[src/rtl/cache_pkg.sv]
// Shared types and field helpers for the direct-mapped data cache controller.
// Address layout: [2:0] byte, [4:3] word, [8:5] index, [ADDR_W-1:9] tag.
package cache_pkg;

    typedef enum logic [1:0] {
        IDLE,
        WB,
        REFILL
    } state_e;

    localparam int INDEX_W   = 4;
    localparam int OFFSET_W  = 5;
    localparam int LINE_W    = 256;
    localparam int WORD_W    = 64;
    localparam int WSEL_W    = 2;
    localparam int NUM_LINES = 16;

    function automatic logic [INDEX_W-1:0] get_index(input logic [8:0] lo);
        return lo[OFFSET_W +: INDEX_W];
    endfunction

    function automatic logic [WSEL_W-1:0] get_wsel(input logic [8:0] lo);
        return lo[3 +: WSEL_W];
    endfunction

    function automatic logic [63:0] get_tag(input logic [63:0] addr);
        return addr >> (OFFSET_W + INDEX_W);
    endfunction

    function automatic logic [WORD_W-1:0] get_word(
        input logic [LINE_W-1:0] line,
        input logic [WSEL_W-1:0] sel
    );
        return line[sel*WORD_W +: WORD_W];
    endfunction

    function automatic logic [LINE_W-1:0] put_word(
        input logic [LINE_W-1:0] line,
        input logic [WSEL_W-1:0] sel,
        input logic [WORD_W-1:0] word
    );
        logic [LINE_W-1:0] res;
        res = line;
        res[sel*WORD_W +: WORD_W] = word;
        return res;
    endfunction

endpackage

[src/rtl/cache_tag_store.sv]
// Per-line tag/valid/dirty state for the data cache.
// Valid and dirty clear on reset; tags hold whatever was last filled.
module cache_tag_store
    import cache_pkg::*;
#(
    parameter int TAG_W = 23,
    parameter int LINES = 16
) (
    input  logic               clk_i,
    input  logic               rst_i,
    input  logic [INDEX_W-1:0] idx_i,
    output logic [TAG_W-1:0]   tag_o,
    output logic               valid_o,
    output logic               dirty_o,
    input  logic               set_dirty_i,
    input  logic               clr_dirty_i,
    input  logic               fill_i,
    input  logic [TAG_W-1:0]   fill_tag_i
);

    logic [TAG_W-1:0] tag_q [LINES];
    logic [TAG_W-1:0] tag_d [LINES];
    logic [LINES-1:0] valid_q, valid_d;
    logic [LINES-1:0] dirty_q, dirty_d;

    assign tag_o   = tag_q[idx_i];
    assign valid_o = valid_q[idx_i];
    assign dirty_o = dirty_q[idx_i];

    always_comb begin
        tag_d   = tag_q;
        valid_d = valid_q;
        dirty_d = dirty_q;
        if (fill_i) begin
            tag_d[idx_i]   = fill_tag_i;
            valid_d[idx_i] = 1'b1;
            dirty_d[idx_i] = 1'b0;
        end
        if (set_dirty_i) begin
            dirty_d[idx_i] = 1'b1;
        end
        if (clr_dirty_i) begin
            dirty_d[idx_i] = 1'b0;
        end
    end

    always_ff @(posedge clk_i) begin
        if (rst_i) begin
            valid_q <= '0;
            dirty_q <= '0;
        end else begin
            valid_q <= valid_d;
            dirty_q <= dirty_d;
        end
    end

    // Tags need no reset: a line is only trusted once its valid bit is set.
    always_ff @(posedge clk_i) begin
        tag_q <= tag_d;
    end

endmodule

[src/rtl/cache_ctrl.sv]
// Write-back, write-allocate controller for a 16 x 256-bit direct-mapped cache.
// Hits complete in the request cycle; misses block on a line-wide memory handshake.
module cache_ctrl
    import cache_pkg::*;
#(
    parameter int ADDR_W = 32,
    parameter int LINES  = 16
) (
    input  logic              clk_i,
    input  logic              rst_i,
    input  logic              cpu_req_i,
    input  logic              cpu_we_i,
    input  logic [ADDR_W-1:0] cpu_addr_i,
    input  logic [63:0]       cpu_wdata_i,
    output logic [63:0]       cpu_rdata_o,
    output logic              cpu_ready_o,
    output logic [3:0]        data_req_index_o,
    output logic              data_req_we_o,
    output logic [255:0]      data_write_o,
    input  logic [255:0]      data_read_i,
    output logic              mem_req_o,
    output logic              mem_we_o,
    output logic [ADDR_W-1:0] mem_addr_o,
    output logic [255:0]      mem_wdata_o,
    input  logic [255:0]      mem_rdata_i,
    input  logic              mem_ack_i,
    output logic [31:0]       hit_cnt_o,
    output logic [31:0]       miss_cnt_o
);

    localparam int TAG_W = ADDR_W - 9;

    state_e state_q, state_d;
    logic [31:0] hit_cnt_q, hit_cnt_d;
    logic [31:0] miss_cnt_q, miss_cnt_d;

    logic [INDEX_W-1:0] idx;
    logic [WSEL_W-1:0]  wsel;
    logic [TAG_W-1:0]   req_tag;
    logic [TAG_W-1:0]   line_tag;
    logic               line_valid;
    logic               line_dirty;
    logic               hit;
    logic               set_dirty;
    logic               clr_dirty;
    logic               fill;

    assign idx     = get_index(cpu_addr_i[8:0]);
    assign wsel    = get_wsel(cpu_addr_i[8:0]);
    assign req_tag = TAG_W'(get_tag(64'(cpu_addr_i)));
    assign hit     = cpu_req_i && line_valid && (line_tag == req_tag);

    assign data_req_index_o = idx;
    assign cpu_rdata_o      = get_word(data_read_i, wsel);
    assign mem_wdata_o      = data_read_i;
    assign hit_cnt_o        = hit_cnt_q;
    assign miss_cnt_o       = miss_cnt_q;

    cache_tag_store #(
        .TAG_W (TAG_W),
        .LINES (LINES)
    ) u_tags (
        .clk_i       (clk_i),
        .rst_i       (rst_i),
        .idx_i       (idx),
        .tag_o       (line_tag),
        .valid_o     (line_valid),
        .dirty_o     (line_dirty),
        .set_dirty_i (set_dirty),
        .clr_dirty_i (clr_dirty),
        .fill_i      (fill),
        .fill_tag_i  (req_tag)
    );

    always_comb begin
        state_d       = state_q;
        hit_cnt_d     = hit_cnt_q;
        miss_cnt_d    = miss_cnt_q;
        cpu_ready_o   = 1'b0;
        data_req_we_o = 1'b0;
        data_write_o  = '0;
        mem_req_o     = 1'b0;
        mem_we_o      = 1'b0;
        mem_addr_o    = '0;
        set_dirty     = 1'b0;
        clr_dirty     = 1'b0;
        fill          = 1'b0;
        unique case (state_q)
            IDLE: begin
                if (hit) begin
                    cpu_ready_o = 1'b1;
                    hit_cnt_d   = hit_cnt_q + 32'd1;
                    if (cpu_we_i) begin
                        data_req_we_o = 1'b1;
                        data_write_o  = put_word(data_read_i, wsel, cpu_wdata_i);
                        set_dirty     = 1'b1;
                    end
                end else if (cpu_req_i) begin
                    miss_cnt_d = miss_cnt_q + 32'd1;
                    state_d    = (line_valid && line_dirty) ? WB : REFILL;
                end
            end
            WB: begin
                mem_req_o  = 1'b1;
                mem_we_o   = 1'b1;
                mem_addr_o = {line_tag, idx, 5'b0};
                if (mem_ack_i) begin
                    clr_dirty = 1'b1;
                    state_d   = REFILL;
                end
            end
            REFILL: begin
                mem_req_o  = 1'b1;
                mem_addr_o = {req_tag, idx, 5'b0};
                // Fill writes the array directly; the next IDLE cycle replays as a hit.
                if (mem_ack_i) begin
                    data_req_we_o = 1'b1;
                    data_write_o  = mem_rdata_i;
                    fill          = 1'b1;
                    state_d       = IDLE;
                end
            end
            default: begin
                state_d = IDLE;
            end
        endcase
    end

    always_ff @(posedge clk_i) begin
        if (rst_i) begin
            state_q    <= IDLE;
            hit_cnt_q  <= '0;
            miss_cnt_q <= '0;
        end else begin
            state_q    <= state_d;
            hit_cnt_q  <= hit_cnt_d;
            miss_cnt_q <= miss_cnt_d;
        end
    end

endmodule

[config.mk]
export PLATFORM = sky130hd
export DESIGN_NAME = cache_ctrl
export DESIGN_NICKNAME = d
export VERILOG_FILES = /design/src/rtl/cache_pkg.sv /design/src/rtl/cache_tag_store.sv /design/src/rtl/cache_ctrl.sv
export SDC_FILE = /design/constraint.sdc
export NUM_CORES = 1
export LEC_CHECK = 0
export CAP_MARGIN = 5
export CORE_AREA = 3 3 505 507
export DETAILED_ROUTE_END_ITERATION = 6
export DIE_AREA = 0 0 508 510
export GPL_TIMING_DRIVEN = 0
export PLACE_DENSITY = 0.36
export SYNTH_ARGS = -nofsm -noshare
export SYNTH_HDL_FRONTEND = slang
export SYNTH_SLANG_ARGS = --single-unit
[constraint.sdc]
create_clock -name clk_i -period 4.9 [get_ports clk_i]
set_input_delay 0.49 -clock clk_i [delete_from_list [all_inputs] [get_ports clk_i]]
set_output_delay 0.49 -clock clk_i [all_outputs]
set_load 0.03 [all_outputs]
# After elaboration in Yosys (flattened, before gate mapping)
# Index checks and enable logic that the tools add are counted.
[totals]
ramBits = 0
rom_bits = 0
out_inout_bits = 680
n_memories = 0
in_bits = 613
word_cells = 93
register_bits = 466
latch_bits = 0
[op_classes]
multipliers = 0
n_mux = 38
magnitude_cmp = 4
n_shift = 3
n_eq_ne = 7
add_sub_neg = 3
n_reduce_logical = 10
div_mod_pow = 0
bitwise_logic = 7
[op_table]
columns = ["cell", "count"]
rows = [
  ["$mux W256", 3],
  ["$pmux W256 S2", 1],
  ["$bwmux W368", 1],
  ["$bwmux W256", 1],
  ["$shift A64 B34 Y256 const A", 1],
  ["$shiftx A256 B9 Y64", 1],
  ["$shiftx A64 B34 Y256", 1],
  ["$bmux W23 S4", 1],
  ["$demux W23 S4", 1],
  ["$mux W23", 3],
  ["$add A32 B1 Y32 const B", 2],
  ["$pmux W32 S2", 1],
  ["$mux W16", 3],
  ["$neg A8 Y34", 1],
  ["$and A16 B16 Y16", 2],
  ["$or A16 B16 Y16", 2],
  ["$eq A23 B23 Y1", 1],
  ["$not A16 Y16", 1],
  ["$mux W1", 13],
  ["$mux W2", 5],
  ["$bmux W1 S4", 2],
  ["$ne A2 B2 Y1 const B", 4],
  ["$pmux W2 S3", 1],
  ["$ge A5 B5 Y1 const B", 1],
  ["15 further kinds", 19],
]

# Logic depth before layout (Yosys ltp)
[logic_depth]
word_depth = 11
ltp_mapped = 18
mapped_depth_nobuf = 9

# By module
# From an unflattened synthesis, not the netlist that was laid out.
[hier_totals]
hier_cells = 2804
area_unflattened_um2 = 29115.4
[by_module_without_submodules]
columns = ["mod", "area_each_um2", "cells_each", "seq_area_each_um2", "n_inst"]
rows = [
  ["cache_tag_store", 15401.0, 747, 11691.2, 1],
  ["cache_ctrl", 13714.4, 2057, 1321.3, 1],
]

# Worst setup path before layout
# Ideal clock, no wire load.
[synth_path]
kind = "input-to-output"
startpoint = "input cpu_addr_i[6]"
endpoint = "output data_write_o[114]"
t_required_ns = 4.410
path_buffers = 6
slack_ns = 0.472
path_stages = 14
arrival_ns = 3.938
cell_sequence = "buf_2 -> buf_2 -> clkbuf_1 -> buf_2 -> mux4_2 -> a22o_1 -> nor2_1 -> xor2_1 -> nand4_1 -> and4bb_1 -> nand4_1 -> clkbuf_1 -> clkbuf_1 -> o21ai_0"
[synth_between]
elab_chain_cells = 8
elab_cells_between_ends = 11
cone_classes = "eq/ne (1); mux (7); bitwise (1); reduce/logical (2)"
[synth_rtl]
columns = ["item", "line", "source"]
rows = [
  ["from (decl)", "cache_ctrl.sv:13", "input logic [ADDR_W-1:0] cpu_addr_i,"],
  ["$not A4 Y5 (not written as such)", "cache_tag_store.sv:26", "assign tag_o = tag_q[idx_i];"],
  ["$bmux W23 S4", "cache_tag_store.sv:26", ""],
  ["$mux W23 (not written as such) (2 in series)", "cache_tag_store.sv:26", ""],
  ["$eq A23 B23 Y1", "cache_ctrl.sv:51", "assign hit = cpu_req_i && line_valid && (line_tag == req_tag);"],
  ["$logic_and A1 B1 Y1 (*)", "cache_ctrl.sv:51", ""],
  ["$mux W256 (*)", "cache_ctrl.sv:90", "if (hit) begin"],
  ["$pmux W256 S2 (*)", "cache_ctrl.sv:88", "unique case (state_q)"],
  ["to (decl)", "cache_ctrl.sv:19", "output logic [255:0] data_write_o,"],
]
# Mark *: on every way between the ends. The rest lies on a longest branch, timed or not. The select of a mux whose other input is x is not followed.

# Worst setup path after layout
[layout_path]
startpoint = "input cpu_addr_i[4]"
endpoint = "output data_write_o[78]"
[layout_between]
elab_chain_cells = 6
elab_cells_between_ends = 7
cone_classes = "add/sub (1); shift (2); mux (4)"
[layout_rtl]
columns = ["item", "line", "source"]
rows = [
  ["$neg A8 Y34 (*)", "cache_pkg.sv:44", "res[sel*WORD_W +: WORD_W] = word;"],
  ["$shiftx A64 B34 Y256 or $shift A64 B34 Y256 (tied branches)", "cache_pkg.sv:44", ""],
  ["$bwmux W256 (*)", "cache_pkg.sv:44", ""],
  ["$mux W256 (*)", "cache_ctrl.sv:93", "if (cpu_we_i) begin"],
  ["$mux W256 (*)", "cache_ctrl.sv:90", ""],
  ["$pmux W256 S2 (*)", "cache_ctrl.sv:88", ""],
]
# Mark *: on every way between the ends. The rest lies on a longest branch, timed or not.

==> impl_metrics.toml <==
[sta]
period_share_pct = 101
min_period_ns = 4.94
finalSetupViolCount = 1
setup_slack_ns = -0.0393
finClkSkew_ns = 0.0295
drv_slew = 0
fmax_mhz = 202
tightest_slew_ns = 1.37
hold_viol = 0
max-slew-margin-rel_pct = 8.37
grt_setup_unrepaired = "false"

[synth]
ys_seq_elements = 466
syn-cell-area_sq_mm = 0.0293
synth-main-ff-cell = "edfxtp_1"
ys_seq_area_share_pct = 44.3
synth_cell_types = 69
syn_inst = 2934
async_flop_share_pct = 0
ys_warn_count = 0
synth_edf_count = 368
syn_area_per_cell_sq_um = 10.0

[run_status]
violations = "negative setup slack"
status = "complete, but fails checks"

[critical_path]
critPathBufInv = 7
slowest_stage = "clkbuf_1"
cpPeakStageDelay_ns = 0.78
cp-start-kind = "input pin"
worstPathRequired_ns = 4.41
critical_path_arrival_ns = 4.45
path_class = "input pin to output port"
worstSetupEndpointType = "output port"
worstPathMaxFanout = 10
critPathTopFamily = "buffers and inverters"
crit_top_cell = "clkbuf_8"
crit_chain = "clkdlybuf4s50_1, clkbuf_8, clkbuf_8, inv_1, ha_1, clkbuf_2, clkbuf_1, nor2b_1, a21oi_1, o21ai_1, buf_4"

[clock_network]
ctsHoldBuffers = 0
worstSkewPairLatency_ns = 0.62
root_buffer = "clkbuf_16"
path_clk_slew_ns = 0.07
cts_buffers = 49
clock-sinks = 466
cts_max_level = 2
cts_buffer_depth = 3
tritoncts = "built"

[power]
p_int_uw = 7900
comb_power_share_pct = 35.5
p_per_area_mw_per_mm2 = 255
p_leak_uw = 0.0172
clkPwrFrac_pct = 30.1
power_frac_seq_pct = 34.4
p_sw_uw = 4600
vdd_drop_max_v = 0.000233
swShare_pct = 36.8

[cells_and_area]
fin_cells = 7760
mostFrequentLayoutCells = "clkdlybuf4s50_1, edfxtp_1, nand2_1"
layout_commonest_cell = "clkdlybuf4s50_1"
drive_above_1_share_pct = 23.2
utilization_pct = 19.6
nNetsFinal = 4950
area_growth_pct = 67.4

[die]
start_util_pct = 11.7
io_pins = 1293
coreArea_sq_mm = 0.251
rows = 184
die_y_um = 510
die_area_sq_mm = 0.259
die_w_um = 508

[routing]
drc = 0
viasPerCell = 4.10
detail-route-antenna-nets = 0
drtPass1Iterations = 5
drtIter0Drc = 3178
vias = 31800
wl_per_cell_um = 40.9
wirelength_mm = 318

[placement]
dp_hpwl_mm = 273
placedCellCount = 7614
portBuffers = 1282
gp_congestion = 0.946

[flow_run]
cap_violations = 0

[global_route]
overflow = 0
grt_max_degree = 23
grt_pass1_vias = 31200
grtUsageTotal_pct = 23.4
grt_pass1_wl_mm = 385
antenna_found_initial = 103

[hold_path]
hold_class = "input pin to register"
## sequential cells by signal, summed over array words and instances, names as in the netlist
register,cells
hit_cnt_o,32
u_tags.tag_q,368
state_q,2
miss_cnt_o,32
u_tags.valid_q,16
u_tags.dirty_q,16
## tightest hold or removal path, cell delays in order
cell and delay (ns):
clkbuf_1 0.23, a31oi_1 0.20, a211oi_1 0.06
## metrics by stage
| stage | setup WS, ns | setup TNS [ns] | total power, uW | hold WS, ns | instance area (sq um) |
|---|---|---|---|---|---|
| final | -0.0393 | -0.0393 | 12500 | 0.433 | 49100 |
| after global routing | 0.000989 | 0 | 12900 | 0.447 | 49000 |
| after CTS | 0.00348 | 0 | 12600 | 0.416 | 48900 |
| after detailed placement | -4.34 | -1066.21 | 8840 | 0.459 | 47200 |
| after global placement | -5.88 | -2301.52 | 8840 | 0.446 | 46400 |
| after floorplan | 0.472 | 0 | 6120 | 0.435 | 29400 |
## Yosys cell counts (5+ instances only)
cell type | n | area, sq um
a211oi_1 | 19 | 143
a21boi_0 | 5 | 37.5
a21oi_1 | 313 | 1570
a22o_1 | 9 | 78.8
a22oi_1 | 39 | 293
a2bb2oi_1 | 8 | 70.1
a31o_2 | 5 | 43.8
a31oi_1 | 10 | 62.6
and2_1 | 16 | 100
and3_1 | 10 | 62.6
buf_1 | 15 | 56.3
buf_2 | 11 | 55.1
buf_4 | 272 | 2040
buf_6 | 8 | 90.1
clkbuf_1 | 170 | 638
dfxtp_1 | 98 | 1960
edfxtp_1 | 368 | 11100
ha_1 | 10 | 125
inv_1 | 33 | 124
mux2_2 | 16 | 180
mux2i_1 | 76 | 761
mux4_2 | 136 | 3060
nand2_1 | 358 | 1340
nand2b_1 | 5 | 31.3
nand3_1 | 36 | 180
nand4_1 | 19 | 119
nor2_1 | 87 | 327
nor2b_1 | 293 | 1830
nor3_1 | 24 | 120
nor4_1 | 10 | 62.6
o2111ai_1 | 8 | 70.1
o211ai_1 | 5 | 37.5
o21ai_0 | 301 | 1510
o22ai_1 | 8 | 50.1
o31ai_1 | 18 | 135
or3_1 | 26 | 163
or4_1 | 15 | 113
xnor2_1 | 21 | 184
xor2_1 | 13 | 114
## power groups by stage
| stage | sequential (uW) | combinational [uW] | clock [uW] |
|---|---|---|---|
| 6_report | 4300 | 4440 | 3760 |
| 5_1_grt | 4300 | 4580 | 4020 |
| 4_1_cts | 4300 | 4450 | 3860 |
| 3_5_place_dp | 4390 | 4460 | 0 |
| 3_3_place_gp | 4390 | 4450 | 0 |
| 2_1_floorplan | 4390 | 1730 | 0 |
## repair_timing
item / 4_1_cts / 5_1_grt
buffers inserted: 3 / 11
cloned: 2 / 0
endpoints found under the setup margin: 364 / 258
pin swaps: 14 / 5
gates resized for setup: 1890 / 97
## metal layers
| layer | global-route usage, % | vias up | wire [um] |
|---|---|---|---|
| li1 | - | 13300 | - |
| met5 | 0 | - | 43 |
| met2 | 38.9 | 1735 | 150000 |
| met4 | 7.99 | 8 | 11900 |
| met1 | 27.4 | 16500 | 123000 |
| met3 | 9.00 | 298 | 33000 |
## layout make-up
cell class	count	area, sq um
buffer	470	3570
fill	27800	202000
clock buffer	60	1290
multi-input combinational	1962	13900
inverter	34	128
antenna	46	115
timing repair buffer	1344	12700
sequential	466	13000
clock inverter	30	288
tap	3348	4190
## cells by family after synthesis
family                     Yosys count  share of synthesized area, %
buffers and inverters              510                          10.3
adders and majority gates           10                         0.426
and+or+nand+nor                    914                          15.7
other                                1                        0.0128
xor gates and xnor gates            34                          1.01
DFF                                466                          44.3
AOI/OAI and AO/OA                  770                          14.6
muxes                              229                          13.7
## final timing paths
kind,from,depth (start not counted),endpoint,slack [ns]
setup / recovery,cpu_addr_i[4],11,data_write_o[78],-0.04
hold / removal,cpu_we_i,3,u_tags.dirty_q[11],0.43
setup reg to reg,u_tags.tag_q[74],10,miss_cnt_o[28],0.75
hold reg to reg,u_tags.valid_q[8],2,u_tags.valid_q[8],0.47
Power figures use the tool's default switching activity.
